### src/rtl/fir_stream_mac.sv
`default_nettype none
// ============================================================================
// fir_stream_mac : signed TAPS-deep FIR, one time-shared MAC, AXI-stream I/O,
//                  runtime coefficients, round-half-up scaling and saturation.
// Revision 1.0
// ============================================================================
module fir_stream_mac #(
    parameter  int DATA_W = 6,
    parameter  int COEF_W = 8,
    parameter  int TAPS   = 8,
    parameter  int OUT_W  = 8,
    parameter  int SHIFT  = 6,
    localparam int AW     = $clog2(TAPS),
    localparam int ACC_W  = DATA_W + COEF_W + AW
) (
    input  logic              clk,
    input  logic              reset,
    input  logic [DATA_W-1:0] s_axis_fir_tdata,
    input  logic              s_axis_fir_tvalid,
    output logic              s_axis_fir_tready,
    output logic [OUT_W-1:0]  m_axis_fir_tdata,
    output logic              m_axis_fir_tvalid,
    input  logic              m_axis_fir_tready,
    input  logic              coef_wr_en,
    input  logic [AW-1:0]     coef_wr_addr,
    input  logic [COEF_W-1:0] coef_wr_data,
    output logic              sat_flag,
    output logic              busy
);
    localparam int PW = DATA_W + COEF_W;
    localparam logic [COEF_W-1:0] UNITY   = COEF_W'(2 ** SHIFT);
    localparam logic [OUT_W-1:0]  OUT_MAX = {1'b0, {(OUT_W-1){1'b1}}};
    localparam logic [OUT_W-1:0]  OUT_MIN = {1'b1, {(OUT_W-1){1'b0}}};

    typedef enum logic [1:0] {
        IDLE  = 2'd0,
        MAC   = 2'd1,
        SCALE = 2'd2,
        OUT   = 2'd3
    } state_t;

    state_t state, state_nxt;

    logic signed [DATA_W-1:0] x [TAPS];
    logic signed [COEF_W-1:0] c [TAPS];
    logic signed [ACC_W-1:0]  acc;
    logic        [AW-1:0]     idx;

    logic signed [PW-1:0]     prod;
    logic signed [ACC_W-1:0]  rounded;
    logic signed [ACC_W-1:0]  shifted;
    logic [ACC_W-OUT_W:0]     top_bits;
    logic                     fits;
    logic [OUT_W-1:0]         scaled;
    logic                     last_tap;
    logic                     addr_ok;

    assign s_axis_fir_tready = (state == IDLE);
    assign m_axis_fir_tvalid = (state == OUT);
    assign busy              = (state != IDLE);
    assign last_tap          = (idx == AW'(TAPS - 1));
    assign addr_ok           = ({1'b0, coef_wr_addr} < (AW+1)'(TAPS));

    assign prod = PW'(x[idx]) * PW'(c[idx]);

    generate
        if (SHIFT > 0) begin : g_round
            localparam logic signed [ACC_W-1:0] HALF = ACC_W'(1) << (SHIFT - 1);
            assign rounded = acc + HALF;
        end else begin : g_no_round
            assign rounded = acc;
        end
    endgenerate

    // The result fits OUT_W exactly when every bit from the OUT_W sign bit up is a sign copy.
    assign shifted  = rounded >>> SHIFT;
    assign top_bits = shifted[ACC_W-1:OUT_W-1];
    assign fits     = (&top_bits) | ~(|top_bits);
    assign scaled   = fits ? shifted[OUT_W-1:0] : (shifted[ACC_W-1] ? OUT_MIN : OUT_MAX);

    always_ff @(posedge clk or negedge reset) begin
        if (!reset) begin
            state <= IDLE;
        end else begin
            state <= state_nxt;
        end
    end

    always_comb begin
        state_nxt = state;
        case (state)
            IDLE:    if (s_axis_fir_tvalid) state_nxt = MAC;
            MAC:     if (last_tap) state_nxt = SCALE;
            SCALE:   state_nxt = OUT;
            OUT:     if (m_axis_fir_tready) state_nxt = IDLE;
            default: state_nxt = IDLE;
        endcase
    end

    always_ff @(posedge clk or negedge reset) begin
        if (!reset) begin
            for (int k = 0; k < TAPS; k++) begin
                x[k] <= '0;
            end
            for (int k = 1; k < TAPS; k++) begin
                c[k] <= '0;
            end
            c[0]             <= UNITY;
            acc              <= '0;
            idx              <= '0;
            m_axis_fir_tdata <= '0;
            sat_flag         <= 1'b0;
        end else begin
            // Write lands before the first MAC cycle, so a same-cycle accept sees it.
            if (state == IDLE && coef_wr_en && addr_ok) begin
                c[coef_wr_addr] <= coef_wr_data;
            end
            case (state)
                IDLE: begin
                    if (s_axis_fir_tvalid) begin
                        x[0] <= s_axis_fir_tdata;
                        for (int k = 1; k < TAPS; k++) begin
                            x[k] <= x[k-1];
                        end
                        acc <= '0;
                        idx <= '0;
                    end
                end
                MAC: begin
                    acc <= acc + {{(ACC_W-PW){prod[PW-1]}}, prod};
                    idx <= idx + AW'(1);
                end
                SCALE: begin
                    m_axis_fir_tdata <= scaled;
                    sat_flag         <= ~fits;
                end
                default: ;
            endcase
        end
    end
endmodule
`default_nettype wire

### config.mk
export PLATFORM = sky130hd
export DESIGN_NAME = fir_stream_mac
export DESIGN_NICKNAME = d
export VERILOG_FILES = /design/src/rtl/fir_stream_mac.sv
export SDC_FILE = /design/constraint.sdc
export NUM_CORES = 1
export LEC_CHECK = 0
export CAP_MARGIN = 15
export CORE_ASPECT_RATIO = 1.4
export CORE_MARGIN = 2
export CORE_UTILIZATION = 52
export DETAILED_ROUTE_END_ITERATION = 10
export GPL_TIMING_DRIVEN = 0
export PLACE_DENSITY = 0.72
export REMOVE_ABC_BUFFERS = 1
export SKIP_LAST_GASP = 1
export SYNTH_ARGS = -nofsm -noshare
export SYNTH_HDL_FRONTEND = slang
export SYNTH_SLANG_ARGS = --single-unit
### constraint.sdc
create_clock -name clk -period 6.07 [get_ports clk]
set_input_delay 0.9105 -clock clk [delete_from_list [all_inputs] [get_ports clk]]
set_output_delay 0.9105 -clock clk [all_outputs]
set_load 0.02 [all_outputs]
# Word level (Yosys, flattened, before mapping)
# Index checks and enable logic that the tools add are counted.
[classes] order_cmp=3 shifts=0 eq_ne=7 reduce_logical=10 n_addsub=3 mul=1 n_div=0 n_mux=19 bitwise_logic=5
[op_table] operator="$bwmux W64" count=1
[op_table] operator="$mux W8" count=5
[op_table] operator="$pmux W17 S2" count=1
[op_table] operator="$bmux W8 S3" count=1
[op_table] operator="$demux W8 S3" count=1
[op_table] operator="$bmux W6 S3" count=1
[op_table] operator="$add A17 B17 Y17" count=1
[op_table] operator="$add A17 B7 Y17 const B" count=1
[op_table] operator="$mux W17" count=1
[op_table] operator="$mul A6 B8 Y14" count=1
[op_table] operator="$mux W6" count=2
[op_table] operator="$ge A4 B4 Y1 const B" count=2
[op_table] operator="$not A3 Y4" count=2
[op_table] operator="$pmux W2 S4" count=1
[op_table] operator="$mux W2" count=3
[op_table] operator="$pmux W3 S2" count=1
[op_table] operator="$eq A2 B2 Y1 const B" count=2
[op_table] operator="$lt A4 B1 Y1 const B" count=1
[op_table] operator="$ne A2 B2 Y1 const B" count=2
[op_table] operator="$reduce_and A2 Y1" count=2
[op_table] operator="$reduce_and A4 Y1" count=1
[op_table] operator="$reduce_bool A2 Y1" count=2
[op_table] operator="$reduce_or A4 Y1" count=1
[op_table] operator="$add A3 B1 Y3 const B" count=1
[op_table] operator="9 further kinds" count=11
[word_totals] n_memories=0 romBits=0 reg_bits=143 latchBits=0 mem_bits_rw=0 in_bits=22

# Logic depth before layout (Yosys ltp)
# Gate-level depths: netlist (run 1).
[depth] ltp_word=7 depth_mapped=27

# Worst setup path before layout (run 1)
# No wires, ideal clock.
[synth_path] kind="register -> register" from="register idx[0]" to="register acc[16]" setup_time_ns=0.128 n_path_buf=1 t_arrival_ns=6.441 stages_incl_launch_ff=26 slack_ns=-0.499 cell_sequence="dfrtp_1 buf_2 mux4_2 mux2i_1 inv_1 nand2_1 fa_1 fa_1 inv_1 fa_1 fa_1 ha_1 a211oi_2 nor2_1 nand2b_1 a221o_1 xnor2_2 ha_1 a21o_1 a31oi_1 o21ai_0 a21oi_1 o31ai_2 xnor2_1 a21oi_1 o22ai_1"
[synth_via] elab_chain_cells=7
[synth_lines] item="start, declared" line_no="47" text="logic [AW-1:0] idx;"
[synth_lines] item="start signal, assigned" line_no="131" text="idx <= idx + AW'(1);"
[synth_lines] item="$not A3 Y4 (not written as such) *" line_no="64" text="assign prod = PW'(x[idx]) * PW'(c[idx]);"
[synth_lines] item="$bmux W6 S3 or $bmux W8 S3 (tied branches)" line_no="64"
[synth_lines] item="$mux W6 (not written as such) or $mux W8 (tied branches) (2 in series)" line_no="64"
[synth_lines] item="$mul A6 B8 Y14 *" line_no="64"
[synth_lines] item="$add A17 B17 Y17 *" line_no="130" text="acc <= acc + {{(ACC_W-PW){prod[PW-1]}}, prod};"
[synth_lines] item="$pmux W17 S2 *" line_no="118" text="case (state)"
[synth_lines] item="end signal, assigned" line_no="130"
[synth_lines] item="end, declared" line_no="46" text="logic signed [ACC_W-1:0] acc;"
# Mark *: on every way between the ends. The rest lies on a longest branch, timed or not. The select of a mux whose other input is x is not followed.
# A chain may end at the register's enable or synchronous reset.

# Worst setup path in the final report (run 1)
# Same ends and word-level chain as after synthesis.

==> flow_summary_export.csv, run 1 <==
group,metric,value,unit
setup_path,cp-end-kind,"flip-flop",
routing,vias_per_cell,5.86,
placement,place.gp.congestion,0.857,
yosys,ys_dominant_reg_cell,"dfrtp_1",
yosys,ys.warnings.count,0,
yosys,synthAdderAreaFrac,14.9,%
yosys,synth_cells,703,
routing,ant_nets,0,
yosys,synth.most_common_cell,"dfrtp_1",
die,dieArea,17900,µm²
global_routing,grt_max_degree,99,
layout,area_growth,21.7,%
placement,dpl_worst_slack,-1.50,ns
routing,dr.first_iter.drc_count,262,
yosys,synth_edf_count,0,
timing,hold_viol,0,
setup_path,rr_startpoint,"idx[0]$_DFFE_PN0P_",
global_routing,grt_pass1_wl,31.0,mm
die,initial_core_util,52.6,%
setup_path,critPathMaxFanout,6,
timing,max_slew_margin,34.0,%
yosys,synth_mux_area_share,23.6,%
routing,drtPass1Iterations,4,
yosys,ys_seq_elements,143,
yosys,synth_top_area_share,40.7,%
clocking,htree_num_levels,4,
job,drv_cap,0,
setup_path,crit_required,6.41,ns
setup_path,crit_family,"adder cells",
yosys,synth_area_leaders,"dfrtp_1 41%, mux2_2 14%, fa_1 8.0%",
timing,fin_crit,6.50,ns
placement,place_hpwl,12.4,mm
setup_path,crit_type,"flip-flop to flip-flop",
yosys,synth_largest_area_cell,"dfrtp_1",
die,chipHeight,157,µm
yosys,async_reset_ff_share,100,%
die,core-area,16600,µm²
status,outcome,"finished, violations left",
die,die_x,114,µm
layout,nets,877,
layout,drive_gt1_share,35.1,%
timing,rsz0062_at_grt,"yes",
timing,max_freq,154,MHz
yosys,synth_simple_gate_area_share,7.32,%
setup_path,critical_path.max_stage_delay,0.54,ns
setup_path,reg2reg_depth,28,
global_routing,gr-usage-all-layers,22.4,%
timing,drv_slew,0,
clocking,cts_buffers,17,
setup_path,crit_path_start_kind,"flip-flop",
global_routing,antenna_found_initial,0,
layout,n_antenna_cell,0,
setup_path,path_buf_inv,4,
routing,route.detailed.drc,0,
yosys,synthXorXnorAreaFrac,3.59,%
die,rows,56,
clocking,cts.path.max_buffers,2,
setup_path,crit_slowest_cell,"mux4_2",
yosys,synth-seq-area-share,41.0,%
yosys,synth_area,8740,µm²
setup_path,r2r_setup_slack,-0.43,ns
clocking,path_clk_slew,0.06,ns
yosys,synth_compound_area_share,6.82,%
clocking,cts_sinks,143,
clocking,worstSkewPairLatency,0.42,ns
yosys,ys_types,59,
routing,vias,5780,
clocking,root_buffer,"clkbuf_16",
placement,port_buffers,33,
timing,period_share,107,%
routing,drt_wl_total,18.7,mm
status,violations,"negative setup slack",
timing,worstMarginPinSlew,0.990,ns
min_path,hp-class,"input port to asynchronous set/reset pin",
routing,detail_route.wl_per_cell,19.0,µm
die,ios,34,
clocking,tritoncts,"done",
yosys,synth_top_family_by_area,"multiplexers",
global_routing,grt_overflow,0,
setup_path,crit_arrival,6.84,ns
yosys,avgSynthCellArea,12.4,µm²
timing,finalSetupViolCount,6,
yosys,synthTopCellsByCount,"142 x dfrtp_1, 108 x mux2_2, 57 x nor2_1",
timing,fin_skew,0.00638,ns
timing,layout_setup_ws,-0.425,ns
setup_path,worstReg2RegEnd,"acc[16]$_DFFE_PN0P_",
global_routing,grt_pass1_vias,6316,
## cells in the final DEF, fill, tap and decap left out, types with 7 or more instances in the layout
| cell type | n |
|---|---|
| clkdlybuf4s50_1 | 32 |
| o21ai_0 | 19 |
| a21o_1 | 9 |
| buf_4 | 26 |
| a21oi_1 | 12 |
| fa_1 | 33 |
| xor2_1 | 15 |
| o21ai_1 | 12 |
| nor2b_1 | 7 |
| mux4_2 | 28 |
| o22ai_1 | 7 |
| ha_1 | 37 |
| mux2_2 | 108 |
| clkbuf_16 | 17 |
| dfrtp_1 | 139 |
| nand2_1 | 30 |
| nor2_1 | 53 |
| ha_4 | 9 |
| xnor2_1 | 18 |
| mux2i_4 | 13 |
| inv_1 | 39 |
## area by class of cell
type                    count  area, µm²
inverters                  41        154
flip-flops and latches    143       3580
well taps                 203        254
fillers                  1183       5970
multi-input cells         498       5300
clock inverters             7       76.3
clock buffers              24        502
repair buffers             71        762
## layer usage
layer | up-vias | wire length, µm | track usage (%)
met5 | - | 0 | 0
li1 | 2638 | - | -
met2 | 129 | 10300 | 40.4
met1 | 2954 | 6970 | 24.3
met3 | 59 | 556 | 4.47
met4 | 0 | 869 | 13.3
## timing repair
action                                  CTS  global route
endpoints found under the setup margin   10             8
gates cloned                              2             0
hold buffers                              0             0
resized for setup                        57            23
pin swaps                                28            15
setup buffers                            22             9
## per-stage QoR
step,utilization [%],hold WS [ns],instances,cell area (µm²),setup TNS (ns)
6_report,64.0,0.411,987,10600,-1.56
5_1_grt,64.0,0.432,987,10600,-3.09
4_1_cts,63.0,0.414,977,10500,-0.902
3_5_place_dp,56.2,0.480,922,9340,-9.30
3_3_place_gp,55.6,0.468,918,9230,-188.11
2_1_floorplan,-,0.456,682,8650,-7.66
## logic make-up after synthesis
kind of cell               Yosys count
muxes                              157
DFF                                143
and+or+nand+nor                    132
AOI/OAI and AO/OA                   91
adders and majority gates           83
buffers and inverters               62
xor gates and xnor gates            35
## sequential cells by signal (all words and copies together), names as in the netlist
| name | flops |
|---|---|
| state | 2 |
| m_axis_fir_tdata | 8 |
| sat_flag | 1 |
| idx | 3 |
| x | 48 |
| c | 64 |
| acc | 17 |
## worst max-delay path by stage
stage          cells after the start               start             endpoint
2_1_floorplan                     24  idx[0]$_DFFE_PN0P_  acc[16]$_DFFE_PN0P_
3_3_place_gp                      24  idx[0]$_DFFE_PN0P_  acc[16]$_DFFE_PN0P_
3_5_place_dp                      25  idx[1]$_DFFE_PN0P_  acc[16]$_DFFE_PN0P_
4_1_cts                           26  idx[0]$_DFFE_PN0P_  acc[16]$_DFFE_PN0P_
5_1_grt                           28  idx[0]$_DFFE_PN0P_  acc[16]$_DFFE_PN0P_
6_report                          28  idx[0]$_DFFE_PN0P_  acc[16]$_DFFE_PN0P_
Power of run 1 is not shown: default switching activity piles up to over one toggle a cycle in this logic, so the estimate is an artifact.
==> run 2, diff against run 1 <==
CORE_MARGIN = 4   (was 2)
==> run 2 against run 1 <==
Compared with the run above:
- the run still ends with negative setup slack left
- maximum frequency is essentially flat
- utilization grew 1.6 points
- cell count grew 0.20%
- clock skew grew 0.0024 ns
- hold slack gained 0.018 ns
==> flow_summary_export.csv, run 2 (same netlist as run 1, synthesis figures left out) <==
group,metric,value,unit
status,outcome,"finished, violations left",
status,violations,"negative setup slack",
clocking,htree_num_levels,4,
placement,place.gp.congestion,0.893,
timing,worstMarginPinSlew,1.23,ns
die,core-area,16300,µm²
layout,drive_gt1_share,35.9,%
setup_path,rr_startpoint,"idx[0]$_DFFE_PN0P_",
layout,layout_common_cells,"139 x dfrtp_1, 108 x mux2_2, 52 x nor2_1",
die,ios,34,
clocking,path_clk_slew,0.06,ns
timing,rsz0062_at_grt,"yes",
setup_path,crit_required,6.41,ns
layout,largestRegisters,"c (64), x (48), acc (17)",
routing,vias,5758,
routing,vias_per_cell,5.82,
setup_path,crit_top_cell,"fa_1",
die,die_x,118,µm
global_routing,gr-usage-all-layers,21.0,%
global_routing,grt_pass1_wl,31.9,mm
setup_path,crit_slowest_cell,"fa_2",
layout,largest_reg_flops,64,
timing,layout_setup_ws,-0.429,ns
setup_path,critical_path.cell_chain,"buf_12, buf_16, mux4_2, mux2i_4, or2_4, fa_1, fa_1, inv_1, fa_1, fa_2, ha_4, a211oi_4, nor2_2, nand2b_4, a221o_1, xnor2_2, buf_4, ha_4, nand4_1, buf_4, o31ai_2, xnor2_1, a21oi_1, o22ai_1",
timing,fin_crit,6.50,ns
die,rows,55,
timing,fin_setup_tns,-1.91,ns
die,initial_core_util,53.6,%
routing,drtPass1Iterations,4,
clocking,cts_sinks,143,
routing,drt_wl_total,18.8,mm
setup_path,critical_path.max_stage_delay,0.63,ns
layout,area_growth,22.5,%
routing,ant_nets,0,
timing,hold_viol,0,
placement,port_buffers,33,
clocking,tritoncts,"done",
setup_path,worstSetupStartpoint,"idx[0]$_DFFE_PN0P_",
placement,dpl_worst_slack,-1.49,ns
global_routing,grt_overflow,0,
clocking,worstSkewPairLatency,0.42,ns
setup_path,crit_path_start_kind,"flip-flop",
timing,finalSetupViolCount,6,
timing,max_slew_margin,17.7,%
setup_path,crit_arrival,6.84,ns
setup_path,crit_family,"adder cells",
layout,n_antenna_cell,0,
layout,final_common_cell,"dfrtp_1",
global_routing,antenna_found_initial,0,
clocking,root_buffer,"clkbuf_16",
setup_path,path_buf_inv,5,
timing,drv_slew,0,
global_routing,grt_pass1_vias,6365,
layout,top_register,"c",
die,chipHeight,161,µm
timing,max_freq,154,MHz
clocking,cts_buffers,17,
setup_path,cp-end-kind,"flip-flop",
routing,dr.first_iter.drc_count,242,
global_routing,grt_max_degree,95,
die,dieArea,19000,µm²
routing,route.detailed.drc,0,
setup_path,r2r_setup_slack,-0.43,ns
layout,multi_input_area,5310,µm²
routing,detail_route.wl_per_cell,19.0,µm
timing,fin_skew,0.00879,ns
timing,period_share,107,%
layout,seq_area,3580,µm²
setup_path,crit_type,"flip-flop to flip-flop",
layout,fillers,1119,
layout,nets,883,
job,drv_cap,0,
setup_path,critPathMaxFanout,6,
placement,place_hpwl,12.4,mm
clocking,cts.path.max_buffers,2,
min_path,hp-class,"input port to asynchronous set/reset pin",
## run 2: cell types whose count changed in the layout (fill, tap and decap cells not counted), sizes merged
cell      before  now
buf           39   45
clkinv         2    3
clkinvlp       2    4
inv           43   44
clkbuf        24   19
bufinv         1    2
## run 2: per-stage QoR
step | hold WS (ns) | instance area [µm²] | cells | util [%]
detailed placement | 0.480 | 9330 | 918 | 57.2
global placement | 0.470 | 9230 | 914 | 56.6
global route | 0.460 | 10700 | 989 | 65.6
finish | 0.429 | 10700 | 989 | 65.6
floorplan | 0.456 | 8650 | 682 | -
CTS | 0.436 | 10600 | 980 | 64.7
## run 2: final cells by class
type                    count  area share [%]
clock buffers              19            4.14
clock inverters            12            1.26
repair buffers             77            7.72
well taps                 199            2.33
multi-input cells         498            49.6
flip-flops and latches    143            33.5
inverters                  41            1.44
## run 2: worst register-to-register path: stages (launching register included)
cell	delay (ns)
dfrtp_2	0.47
buf_12	0.16
buf_16	0.13
mux4_2	0.53
mux2i_4	0.27
or2_4	0.19
fa_1	0.43
fa_1	0.49
inv_1	0.05
fa_1	0.47
fa_2	0.63
ha_4	0.22
a211oi_4	0.22
nor2_2	0.07
nand2b_4	0.14
a221o_1	0.35
xnor2_2	0.19
buf_4	0.17
ha_4	0.29
nand4_1	0.14
buf_4	0.17
o31ai_2	0.20
xnor2_1	0.17
a21oi_1	0.09
o22ai_1	0.17
## run 2: worst paths after layout
path,endpoint,cells past startpoint
worst min-delay path,state[0]$_DFFE_PN0P_,1
worst min register to register,c[57]$_DFFE_PN0P_,1
worst max register to register,acc[16]$_DFFE_PN0P_,24
worst max-delay path,acc[16]$_DFFE_PN0P_,24
max in group asynchronous,c[62]$_DFFE_PN1P_,2
min in group clk,c[57]$_DFFE_PN0P_,1
## run 2: timing repair
action / CTS / global route
pin swaps: 34 / 24
endpoints found under the setup margin: 10 / 8
cloned: 3 / 0
hold endpoints to repair: 0 / 0
setup buffers: 28 / 9
resized for setup: 69 / 16
hold buffers: 0 / 0
## run 2: layer usage
layer	track usage, %	up-vias	wire, µm
li1	-	2653	-
met1	22.6	2985	7080
met2	39.8	93	10800
met3	4.06	27	470
met4	9.28	0	470
met5	0	-	0
Power of run 2 is left out for the same reason.
